## src/rtl/pwm_capture_pkg.sv

```systemverilog
// Shared types and constants for the PWM capture block.
// The FSM state encoding lives here so the top and any future users agree on it.
package pwm_capture_pkg;

    // Default width of the period/high-time counters and results
    localparam int CNT_W_DEFAULT    = 16;

    // Default glitch-filter length (only meaningful with PWM_CAPTURE_GLITCH_FILTER_EN)
    localparam int FILT_LEN_DEFAULT = 3;

    // Depth of the metastability synchronizer on the raw PWM input
    localparam int SYNC_STAGES      = 2;

    // Measurement FSM states; prefixed so they never collide with port names
    typedef enum logic [1:0] {
        ST_IDLE  = 2'd0,
        ST_HIGH  = 2'd1,
        ST_LOW   = 2'd2,
        ST_STUCK = 2'd3
    } state_t;

endpackage : pwm_capture_pkg

```

## src/rtl/pwm_sync_edge.sv

```systemverilog
// Input conditioning for the PWM capture block: two-flop synchronizer,
// optional glitch filter and single-cycle rise/fall pulse generation.
// Optional feature: define PWM_CAPTURE_GLITCH_FILTER_EN to compile in the
// FILT_LEN-sample glitch filter; without it FILT_LEN has no effect.
module pwm_sync_edge
    import pwm_capture_pkg::*;
#(
    parameter int FILT_LEN = FILT_LEN_DEFAULT
) (
    input  logic CLK,
    input  logic RST_N,
    input  logic PWM_IN,
    output logic LEVEL,
    output logic RISE,
    output logic FALL
);

    logic [SYNC_STAGES-1:0] sync_reg;
    logic                   level_raw;
    logic                   level_int;
    logic                   prev_reg;

    // Shift the asynchronous input through the synchronizer chain
    always_ff @(posedge CLK or negedge RST_N) begin
        if (!RST_N) begin
            sync_reg <= '0;
        end else begin
            sync_reg <= {sync_reg[SYNC_STAGES-2:0], PWM_IN};
        end
    end

    assign level_raw = sync_reg[SYNC_STAGES-1];

`ifdef PWM_CAPTURE_GLITCH_FILTER_EN
    // Counter needs to reach FILT_LEN-1, so size it for FILT_LEN
    localparam int FILT_W = (FILT_LEN < 2) ? 1 : $clog2(FILT_LEN);

    logic              filt_reg;
    logic [FILT_W-1:0] filt_cnt_reg;

    // Accept a new level only after FILT_LEN consecutive differing samples
    always_ff @(posedge CLK or negedge RST_N) begin
        if (!RST_N) begin
            filt_reg     <= 1'b0;
            filt_cnt_reg <= '0;
        end else if (level_raw == filt_reg) begin
            filt_cnt_reg <= '0;
        end else if (filt_cnt_reg == FILT_W'(FILT_LEN - 1)) begin
            filt_reg     <= level_raw;
            filt_cnt_reg <= '0;
        end else begin
            filt_cnt_reg <= filt_cnt_reg + FILT_W'(1);
        end
    end

    assign level_int = filt_reg;
`else
    assign level_int = level_raw;
`endif

    // Remember last cycle's conditioned level for edge detection
    always_ff @(posedge CLK or negedge RST_N) begin
        if (!RST_N) begin
            prev_reg <= 1'b0;
        end else begin
            prev_reg <= level_int;
        end
    end

    // Edge pulses are combinational so the FSM acts on them in the same cycle
    assign RISE  = level_int & ~prev_reg;
    assign FALL  = ~level_int & prev_reg;
    assign LEVEL = level_int;

endmodule : pwm_sync_edge

```

## src/rtl/pwm_capture.sv

```systemverilog
// PWM capture: measures high time and rising-to-rising period of PWM_IN in
// CLK cycles, pulses VALID on each completed period and flags STUCK when no
// edge arrives before the period counter saturates.
// Optional feature: PWM_CAPTURE_GLITCH_FILTER_EN enables the input glitch
// filter inside pwm_sync_edge (adds FILT_LEN cycles of latency).
module pwm_capture
    import pwm_capture_pkg::*;
#(
    parameter int CNT_W    = CNT_W_DEFAULT,
    parameter int FILT_LEN = FILT_LEN_DEFAULT
) (
    input  logic             CLK,
    input  logic             RST_N,
    input  logic             PWM_IN,
    output logic [CNT_W-1:0] HIGH_CNT,
    output logic [CNT_W-1:0] PERIOD,
    output logic             VALID,
    output logic             STUCK,
    output logic             LEVEL
);

    localparam logic [CNT_W-1:0] CNT_MAX = '1;
    localparam logic [CNT_W-1:0] CNT_ONE = CNT_W'(1);

    logic             rise;
    logic             fall;
    logic             level;

    state_t           state_reg;
    logic [CNT_W-1:0] cnt_reg;
    logic [CNT_W-1:0] cnt_next;
    logic             cnt_sat;
    logic [CNT_W-1:0] high_reg;
    logic [CNT_W-1:0] high_cnt_reg;
    logic [CNT_W-1:0] period_reg;
    logic             valid_reg;
    logic             stuck_reg;

    pwm_sync_edge #(
        .FILT_LEN (FILT_LEN)
    ) u_sync_edge (
        .CLK    (CLK),
        .RST_N  (RST_N),
        .PWM_IN (PWM_IN),
        .LEVEL  (level),
        .RISE   (rise),
        .FALL   (fall)
    );

    // Next period count: restart on a rising edge (or on leaving STUCK),
    // otherwise count up and saturate instead of wrapping
    always_comb begin
        cnt_next = cnt_reg;
        if (rise || (state_reg == ST_STUCK && fall)) begin
            cnt_next = CNT_ONE;
        end else if (cnt_reg != CNT_MAX) begin
            cnt_next = cnt_reg + CNT_ONE;
        end
        cnt_sat = (cnt_next == CNT_MAX);
    end

    // Period counter register
    always_ff @(posedge CLK or negedge RST_N) begin
        if (!RST_N) begin
            cnt_reg <= '0;
        end else begin
            cnt_reg <= cnt_next;
        end
    end

    // Measurement FSM with registered results, VALID and STUCK
    always_ff @(posedge CLK or negedge RST_N) begin
        if (!RST_N) begin
            state_reg    <= ST_IDLE;
            high_reg     <= '0;
            high_cnt_reg <= '0;
            period_reg   <= '0;
            valid_reg    <= 1'b0;
            stuck_reg    <= 1'b0;
        end else begin
            valid_reg <= 1'b0;
            case (state_reg)
                ST_IDLE: begin
                    // First rising edge only starts a measurement
                    if (rise) begin
                        state_reg <= ST_HIGH;
                    end else if (cnt_sat) begin
                        state_reg <= ST_STUCK;
                        stuck_reg <= 1'b1;
                    end
                end
                ST_HIGH: begin
                    if (fall) begin
                        high_reg  <= cnt_reg;
                        state_reg <= ST_LOW;
                    end else if (cnt_sat) begin
                        state_reg <= ST_STUCK;
                        stuck_reg <= 1'b1;
                    end
                end
                ST_LOW: begin
                    // A rising edge closes a full period: publish it
                    if (rise) begin
                        period_reg   <= cnt_reg;
                        high_cnt_reg <= high_reg;
                        valid_reg    <= 1'b1;
                        state_reg    <= ST_HIGH;
                    end else if (cnt_sat) begin
                        state_reg <= ST_STUCK;
                        stuck_reg <= 1'b1;
                    end
                end
                ST_STUCK: begin
                    // Any edge ends the stuck condition; no result is published
                    if (rise) begin
                        state_reg <= ST_HIGH;
                        stuck_reg <= 1'b0;
                    end else if (fall) begin
                        state_reg <= ST_IDLE;
                        stuck_reg <= 1'b0;
                    end
                end
                default: begin
                    state_reg <= ST_IDLE;
                    stuck_reg <= 1'b0;
                end
            endcase
        end
    end

    assign HIGH_CNT = high_cnt_reg;
    assign PERIOD   = period_reg;
    assign VALID    = valid_reg;
    assign STUCK    = stuck_reg;
    assign LEVEL    = level;

endmodule : pwm_capture

```

## config.mk

```make
export PLATFORM = sky130hd
export DESIGN_NAME = pwm_capture
export DESIGN_NICKNAME = d
export VERILOG_FILES = /design/src/rtl/pwm_capture_pkg.sv /design/src/rtl/pwm_sync_edge.sv /design/src/rtl/pwm_capture.sv
export SDC_FILE = /design/constraint.sdc
export NUM_CORES = 1
export LEC_CHECK = 0
export ABC_AREA = 1
export ABC_CLOCK_PERIOD_IN_PS = 1990
export CORE_MARGIN = 2
export CORE_UTILIZATION = 50
export DETAILED_ROUTE_END_ITERATION = 10
export MAX_ROUTING_LAYER = met4
export PLACE_DENSITY = 0.73
export SLEW_MARGIN = 20
export SYNTH_ARGS = -nofsm -noshare
export SYNTH_HDL_FRONTEND = slang
export SYNTH_HIERARCHICAL = 1
export SYNTH_SLANG_ARGS = --single-unit
```

## constraint.sdc

```tcl
create_clock -name CLK -period 1.99 [get_ports CLK]
set_input_delay 0.398 -clock CLK [delete_from_list [all_inputs] [get_ports CLK]]
set_output_delay 0.398 -clock CLK [all_outputs]
set_load 0.02 [all_outputs]
```

==> flow_metrics.py <==
metrics = {
    "timing": {
        "slew_violations": 0,
        "rsz0062_at_grt": "yes",
        "max_slew_margin": 0.725,
        "final.setup_skew_ns": 0.0102,
        "layout_min_cycle_time_ns": 1.96,
        "setup_violations": 0,
        "finalCritPeriodShare": 0.983,
        "max_freq_mhz": 511,
        "setup_tns_ns": 0,
        "timing.hold.ws_ns": 0.0542,
        "finalHoldViolations": 0,
        "worstMarginPinSlew_ns": 0.413,
    },
    "route": {
        "via_per_inst": 5.13,
        "vias": 2598,
        "first_iter_violations": 173,
        "drtAntennaViolNets": 0,
        "wl_per_cell_microns": 14.1,
        "wl_microns": 7150,
        "drc_errors": 0,
        "dr.pass1.iters": 5,
    },
    "worst_setup_path": {
        "worstPathMaxFanout": 3,
        "crit_path_top_delay_cell": "dfrtp_1",
        "crit_start": "cnt_reg[1]$_DFF_PN0_",
        "crit_chain": "ha_2 > nand2_2 > nor2_4 > buf_6 > nand2_4 > buf_4 > nor2_1 > o21ai_2 > nand2_1 > nor2_1 > nand2_1 > nor2_2 > nand2_1 > o21ai_1",
        "required_ns": 2.27,
        "startpoint_type": "flop",
        "cpPeakStageDelay_ns": 0.39,
        "timing.rr.end": "state_reg[0]$_DFFE_PN0P_",
        "crit_path_frequent_cell": "nand2_1",
        "critPathKind": "reg -> reg",
        "cp.arrival_ns": 2.24,
        "endpoint_kind": "flop",
        "r2r_cells": 14,
        "r2r_slack_ns": 0.03,
        "r2r-start": "cnt_reg[1]$_DFF_PN0_",
    },
    "placed_design": {
        "place_congestion": 0.931,
        "portBuffers": 37,
        "dp.cells": 485,
        "post_dp_cell_area_sq_um": 3590,
        "place_hpwl_microns": 4730,
    },
    "die": {
        "die_h_microns": 82.3,
        "coreArea_sq_um": 5920,
        "rows": 28,
        "die_area_sq_um": 6770,
        "io_pins": 38,
        "die_w_microns": 82.3,
        "start_util": 0.518,
    },
    "grt": {
        "grt_pass1_wl_microns": 11300,
        "grt_use_total": 0.232,
        "grt_start_max_net_pins": 72,
        "antenna_found_initial": 0,
        "grt_pass1_vias": 2318,
        "overflow": 0,
    },
    "synthesis": {
        "syn_area_sq_um": 3060,
        "seq_area_frac_synth": 0.580,
        "yosysUniqueCellTypes": 21,
        "syn_area_per_cell_sq_um": 8.28,
        "synth-seq-cells": 71,
        "synth_fp_nets": 374,
        "syn_inst": 370,
        "yosysWarnings": 6,
    },
    "pwr": {
        "power_mw": 4.13,
        "powerDensity_nw_per_um2": 1040,
        "max-vdd-ir-drop_v": 0.000657,
        "p_leak_nw": 1.91,
    },
    "clocking": {
        "clkSinkCount": 71,
        "cts_buffer_depth": 2,
        "clock_latency_ns": 0.35,
        "clk_pin_slew_worst_paths_ns": 0.08,
        "hold_buffers": 0,
        "htreeDepth": 3,
        "cts_tree": "built",
        "numCtsBuffers": 9,
        "cts_root_buf": "clkbuf_8",
    },
    "run": {
        "drv_cap": 0,
    },
    "layout": {
        "n_antenna_cell": 0,
        "final_area_sq_um": 3950,
        "layout-drive-gt1-share": 0.128,
        "final_nets": 430,
        "final_common_cell": "nand2_1",
        "area_growth_pct": 29.0,
        "finalNonFillerCells": 506,
        "mostFrequentLayoutCells": "nand2_1, dfrtp_1, inv_1",
    },
    "min_path": {
        "hp-class": "in -> async",
    },
    "status": {
        "outcome": "finished, final reports clean",
    },
}
how the worst max path moves through the flow:
| stage | end | slack [ns] | depth (start not counted) |
|---|---|---|---|
| 2_1_floorplan | HIGH_CNT[0]$_DFFE_PN0P_ | 0.12 | 9 |
| 3_3_place_gp | STUCK$_DFFE_PN0P_ | 0.1 | 14 |
| 3_5_place_dp | state_reg[1]$_DFFE_PN0P_ | 0.05 | 16 |
| 4_1_cts | state_reg[1]$_DFFE_PN0P_ | 0.03 | 16 |
| 5_1_grt | state_reg[1]$_DFFE_PN0P_ | -0.16 | 16 |
| 6_report | state_reg[0]$_DFFE_PN0P_ | 0.03 | 14 |
report_power, final:
part           switching, mW  internal, mW  total (mW)  leakage (nW)
clock                  0.550         0.997        1.55         0.134
sequential             0.119          1.62        1.74         0.964
combinational          0.508         0.337       0.845         0.813
layer usage:
layer | wire length [microns] | vias to the layer above | part of all wire | global-route usage
li1 | - | 1263 | - | -
met1 | 3310 | 1228 | 0.46 | 0.330
met2 | 3290 | 88 | 0.46 | 0.332
met3 | 384 | 19 | 0.054 | 0.0391
met4 | 170 | 0 | 0.024 | 0.0900
met5 | 0 | - | 0 | -
final cells by class:
class	count	area, sq um
fillers	482	1970
flip-flops and latches	71	1780
multi-input cells	249	1130
repair buffers	55	524
inverters	40	153
clock buffers	11	141
clock inverters	5	129
well taps	75	93.8
synth_stat cells:
master,n,area share
o21ai_0,34,0.056
a21oi_1,10,0.016
and3_1,1,0.0020
inv_1,38,0.047
nor3_1,3,0.0049
clkbuf_1,8,0.0098
nand2_1,130,0.16
buf_4,1,0.0025
inv_2,2,0.0025
nand3_1,17,0.028
dfrtp_1,71,0.58
nand4_1,5,0.010
ha_1,1,0.0041
nor2_2,1,0.0020
buf_2,1,0.0016
nor2_1,34,0.042
xor2_1,4,0.011
or2_2,1,0.0020
o21ai_1,3,0.0049
nand2_2,2,0.0041
nor2_4,3,0.011
cell families after synthesis:
kind of cell / synth area share
compound gates: 0.0768
xor+xnor: 0.0114
fa+ha+maj: 0.00408
buf+inv: 0.0629
flops: 0.580
simple gates: 0.265
per-stage QoR:
step | setup slack, ns | util
floorplan | 0.122 | -
global placement | 0.0971 | 0.607
detailed placement | 0.0525 | 0.607
CTS | 0.0257 | 0.652
global route | -0.161 | 0.668
finish | 0.0336 | 0.668
what timing repair did:
| item | 4_1_cts | 5_1_grt |
|---|---|---|
| gates resized for setup | 0 | 17 |
| endpoints found under the setup margin | 0 | 3 |
| buffers inserted | 0 | 5 |
| endpoints found under the hold margin | 0 | 0 |
worst max-delay path, delay by kind of cell (launching register included):
family                   cells  cell delay, ns
AO/OA/AOI/OAI                2            0.32
AND/OR/NAND/NOR              9            0.74
adder cells (fa/ha/maj)      1            0.20
buffers and inverters        2            0.23
flip-flops                   1            0.39
Power figures use the tool's default switching activity.
